==> src/rtl/pwm_capture_decoder.sv <==
// Measures high time and period of each frame on an asynchronous PWM line.
// Emits one strobed sample per frame and flags a dead or stuck line as a sticky timeout.
module pwm_capture_decoder #(
    parameter int width       = 16,
    parameter int SYNC_STAGES = 2
) (
    input  logic             clk1,
    input  logic             reset,
    input  logic             pwm_in,
    output logic [width-1:0] high_cnt,
    output logic [width-1:0] period_cnt,
    output logic             sample_valid,
    output logic             timeout,
    output logic             line_level,
    output logic [1:0]       fsm_state
);

    typedef enum logic [1:0] {
        IDLE    = 2'd0,
        MEASURE = 2'd1,
        TIMEOUT = 2'd2
    } state_t;

    localparam logic [width-1:0] CNT_MAX = '1;
    localparam logic [width-1:0] CNT_ONE = {{(width-1){1'b0}}, 1'b1};

    logic [SYNC_STAGES-1:0] sync_q, sync_d;
    logic                   s_d_q, s_d_d;
    state_t                 state_q, state_d;
    logic [width-1:0]       p_q, p_d;
    logic [width-1:0]       h_q, h_d;
    logic [width-1:0]       high_q, high_d;
    logic [width-1:0]       period_q, period_d;
    logic                   valid_q, valid_d;
    logic                   timeout_q, timeout_d;
    logic                   s;
    logic                   rise;

    assign s    = sync_q[SYNC_STAGES-1];
    assign rise = s & ~s_d_q;

    always_comb begin
        sync_d    = {sync_q[SYNC_STAGES-2:0], pwm_in};
        s_d_d     = s;
        state_d   = state_q;
        p_d       = p_q;
        h_d       = h_q;
        high_d    = high_q;
        period_d  = period_q;
        valid_d   = 1'b0;
        timeout_d = timeout_q;
        case (state_q)
            IDLE: begin
                // The frame in progress at reset is partial, so only arm here.
                if (rise) begin
                    p_d     = CNT_ONE;
                    h_d     = CNT_ONE;
                    state_d = MEASURE;
                end
            end
            MEASURE: begin
                if (rise) begin
                    period_d = p_q;
                    high_d   = h_q;
                    valid_d  = 1'b1;
                    p_d      = CNT_ONE;
                    h_d      = CNT_ONE;
                end else if (p_q == CNT_MAX) begin
                    period_d  = CNT_MAX;
                    high_d    = h_q;
                    valid_d   = 1'b1;
                    timeout_d = 1'b1;
                    state_d   = TIMEOUT;
                end else begin
                    p_d = p_q + CNT_ONE;
                    if (s) begin
                        h_d = h_q + CNT_ONE;
                    end
                end
            end
            TIMEOUT: begin
                // Restart silently; the dead stretch is not a valid frame.
                if (rise) begin
                    timeout_d = 1'b0;
                    p_d       = CNT_ONE;
                    h_d       = CNT_ONE;
                    state_d   = MEASURE;
                end
            end
            default: begin
                state_d = IDLE;
            end
        endcase
    end

    always_ff @(posedge clk1 or negedge reset) begin
        if (!reset) begin
            sync_q    <= '0;
            s_d_q     <= 1'b0;
            state_q   <= IDLE;
            p_q       <= '0;
            h_q       <= '0;
            high_q    <= '0;
            period_q  <= '0;
            valid_q   <= 1'b0;
            timeout_q <= 1'b0;
        end else begin
            sync_q    <= sync_d;
            s_d_q     <= s_d_d;
            state_q   <= state_d;
            p_q       <= p_d;
            h_q       <= h_d;
            high_q    <= high_d;
            period_q  <= period_d;
            valid_q   <= valid_d;
            timeout_q <= timeout_d;
        end
    end

    assign high_cnt     = high_q;
    assign period_cnt   = period_q;
    assign sample_valid = valid_q;
    assign timeout      = timeout_q;
    assign line_level   = s;
    assign fsm_state    = state_q;

endmodule

==> config.mk <==
export PLATFORM = sky130hd
export DESIGN_NAME = pwm_capture_decoder
export DESIGN_NICKNAME = d
export VERILOG_FILES = /design/src/rtl/pwm_capture_decoder.sv
export SDC_FILE = /design/constraint.sdc
export NUM_CORES = 1
export LEC_CHECK = 0
export CAP_MARGIN = 10
export CORE_ASPECT_RATIO = 1.2
export CORE_UTILIZATION = 59
export CTS_BUF_LIST = sky130_fd_sc_hd__clkbuf_8
export CTS_CLUSTER_SIZE = 25
export DETAILED_ROUTE_END_ITERATION = 16
export DONT_BUFFER_PORTS = 1
export PLACE_DENSITY_LB_ADDON = 0.05
export SYNTH_ARGS = -nofsm -noshare
export SYNTH_HDL_FRONTEND = slang
export SYNTH_SLANG_ARGS = --single-unit
==> constraint.sdc <==
create_clock -name clk1 -period 1.98 [get_ports clk1]
set_input_delay 0.396 -clock clk1 [delete_from_list [all_inputs] [get_ports clk1]]
set_output_delay 0.396 -clock clk1 [all_outputs]
set_load 0.02 [all_outputs]
==> metrics.csv <==
metric;value;unit
multiInputGateArea;0.00138;mm^2
cp_slowest_cell;nor4_4;
reg2regPathDepth;7;
fin_skew;0.00836;ns
start_util;0.631;
p_switching;1.08;mW
cts_root_buf;clkbuf_8;
dp_cells;381;
ir_drop;0.807;mV
cp.depth;7;
cts_sinks;71;
synth_edf_count;0;
crit_path_start_kind;register;
antenna_found_initial;0;
firstDrtPassIters;4;
cp_num_buf_inv;1;
critPathTopFamily;simple AND/OR/NAND/NOR gates;
status;finished, violations left;
design.die.area;0.00570;mm^2
globalplace.congestion;0.836;
rsz0062_at_grt;true;
drv_slew;0;
drtIter0Drc;217;
grt_pass1_wl;11600;um
die_h;82.5;um
wl_per_cell;18.4;um
p_leak;1.72;nW
end_kind;register;
comb_power_share;0.155;
fin_nets;341;
clock.fmax;0.505;GHz
violations;negative hold slack, negative setup slack;
yosysWarnings;0;
relSlewSlack;0.685;
p_seq_frac;0.503;
insertion_delay;0.35;ns
path_clk_slew;0.08;ns
grt_pass1_vias;2357;
antenna_left;0;
yosys_register_bits;71;
vias;2527;
grt-ovfl-total;0;
wirelength;7370;um
syn_area_per_cell;10.7;um^2
hold_viol;71;
syn_to_final_growth;20.3;%
syn_nets;303;
ys_seq_area_frac;0.558;
fp.dieW;69.1;um
cellPowerDensity;947;mW/mm^2
critical_path_arrival;2.22;ns
cts_tree;yes;
drt_drc_violations_left;0;
setup_violations;2;
cts_inserted_buffers;9;
grt_usage;0.265;
clk_path_buf_depth;2;
path_class;reg -> reg;
fin_crit_sh;1.00;
hp-class;in -> async;
syn-cell-area;0.00319;mm^2
crit_chain;ha_2, nand4_4, nor4_4, nand2_2, nand2_4, buf_12, mux2_2;
p_int;2.55;mW
crit_path_max_incr_delay;0.42;ns
grt_max_degree;72;
design.core.area;0.00504;mm^2
ios;40;
min_period;1.98;ns
syn_inst;298;
final_cells;401;
ys_async_sr_fraction;1.00;
regArea;0.00178;mm^2
drive_above_1_share;0.255;
num_antenna_cells;0;
worst_pin_slew;0.469;ns
ys_types;42;
cap_violations;0;
cp.required;2.22;ns
total_power;3.63;mW
ys.flop_type;dfrtp_1;
fin_ws;-0.00110;ns
power.share.clock;0.342;
holdWs;-0.269;ns
vias_per_cell;6.30;
cp_max_fo;7;
port_buffers;0;
swShare;0.298;
hpwl;4700;um
rows;28;
htreeDepth;3;
num-fill-cells;341;
cell families (layout without fill, tap and decap cells):
logic type	count (synthesis)	in the layout	share of synthesized area
DFF	71	71	0.558
adders and majority gates	2	2	0.00785
muxes	17	17	0.0597
AOI/OAI and AO/OA	97	97	0.190
buffers and inverters	23	66	0.0373
and+or+nand+nor	88	88	0.148
metal layers:
layer,routed length (um),part of all wire,global-route usage,vias to the layer above
met3,326,0.044,0.0619,17
met5,0,0,0,-
met4,191,0.026,0.114,0
li1,-,-,-,1177
met1,3040,0.41,0.322,1267
met2,3810,0.52,0.458,66
state kept, by name, indices dropped and copies added (netlist names):
| signal | count |
|---|---|
| sync_q | 2 |
| p_q | 16 |
| sample_valid | 1 |
| h_q | 16 |
| fsm_state | 2 |
| period_cnt | 16 |
| s_d_q | 1 |
| high_cnt | 16 |
| timeout | 1 |
area by class of cell:
class,count,share of cell area
sequential,71,0.464
multi-input combinational,204,0.359
timing repair buffer,43,0.0940
clock buffer,12,0.0431
tap,60,0.0196
clock inverter,4,0.0137
inverter,7,0.00686
synth_stat cells, drive strengths merged (3+ instances only):
| master | n | share of area |
|---|---|---|
| nand2 | 15 | 0.018 |
| o21ai | 43 | 0.068 |
| nor3 | 6 | 0.0094 |
| clkbuf | 4 | 0.0047 |
| nor2 | 17 | 0.020 |
| inv | 7 | 0.0082 |
| a21o | 3 | 0.0071 |
| buf | 12 | 0.024 |
| a31oi | 6 | 0.012 |
| a21oi | 17 | 0.027 |
| o22a | 17 | 0.047 |
| or3 | 4 | 0.0079 |
| dfrtp | 71 | 0.56 |
| nand2b | 3 | 0.0059 |
| nand4 | 13 | 0.027 |
| nor4 | 4 | 0.013 |
| mux2 | 16 | 0.057 |
| nand3 | 16 | 0.025 |
timing repair:
| item | 4_1_cts | 5_1_grt |
|---|---|---|
| gates resized for setup | 0 | 26 |
| endpoints found under the setup margin | 0 | 34 |
| hold endpoints to repair | 71 | 71 |
| setup buffers | 0 | 4 |
worst reg2reg max path, stage by stage (launching register included):
cell and delay (ns):
dfrtp_1 0.36, ha_2 0.21, nand4_4 0.11, nor4_4 0.42, nand2_2 0.14, nand2_4 0.15, buf_12 0.15, mux2_2 0.33
cell usage in the layout, fill, tap and decap left out, drive strengths merged, types with 15 or more instances in the layout:
cell and n:
o21ai 43, buf 42, nor2 17, mux2 16, o22a 17, dfrtp 71, nand2 15, nand3 16
a21oi 17
power by group through the flow:
stage	Clock [mW]	Combinational [mW]	Sequential, mW
floorplan	0	0.306	1.85
global route	1.31	0.617	1.84
CTS	1.24	0.516	1.82
global placement	0	0.501	1.85
detailed placement	0	0.512	1.85
finish	1.24	0.562	1.82
path summary, 6_finish.rpt:
kind                                           from                 endpoint  slack [ns]
worst min register to register  sync_q[0]$_DFF_PN0_      sync_q[1]$_DFF_PN0_        0.35
min in group clk1                            pwm_in      sync_q[0]$_DFF_PN0_        0.07
worst min-delay path                          reset      p_q[13]$_DFFE_PN0P_       -0.27
worst max-delay path             p_q[0]$_DFFE_PN0P_  high_cnt[3]$_DFFE_PN0P_      -0.001
max in group asynchronous                     reset  high_cnt[0]$_DFFE_PN0P_        2.12
worst max register to register   p_q[0]$_DFFE_PN0P_  high_cnt[3]$_DFFE_PN0P_      -0.001
through the flow:
stage | setup TNS [ns] | worst slack, ns | instance area (um^2) | utilization | hold slack [ns]
after floorplan | 0 | 0.0486 | 3190 | - | 0.100
after global placement | 0 | 0.124 | 3470 | 0.688 | 0.102
after detailed placement | 0 | 0.0582 | 3470 | 0.688 | 0.102
after CTS | 0 | 0.0221 | 3690 | 0.732 | -0.271
after global routing | -1.42 | -0.0910 | 3830 | 0.760 | -0.281
final | -0.00199 | -0.00110 | 3830 | 0.760 | -0.269
Note: power is estimated with default switching activity, not from simulation.
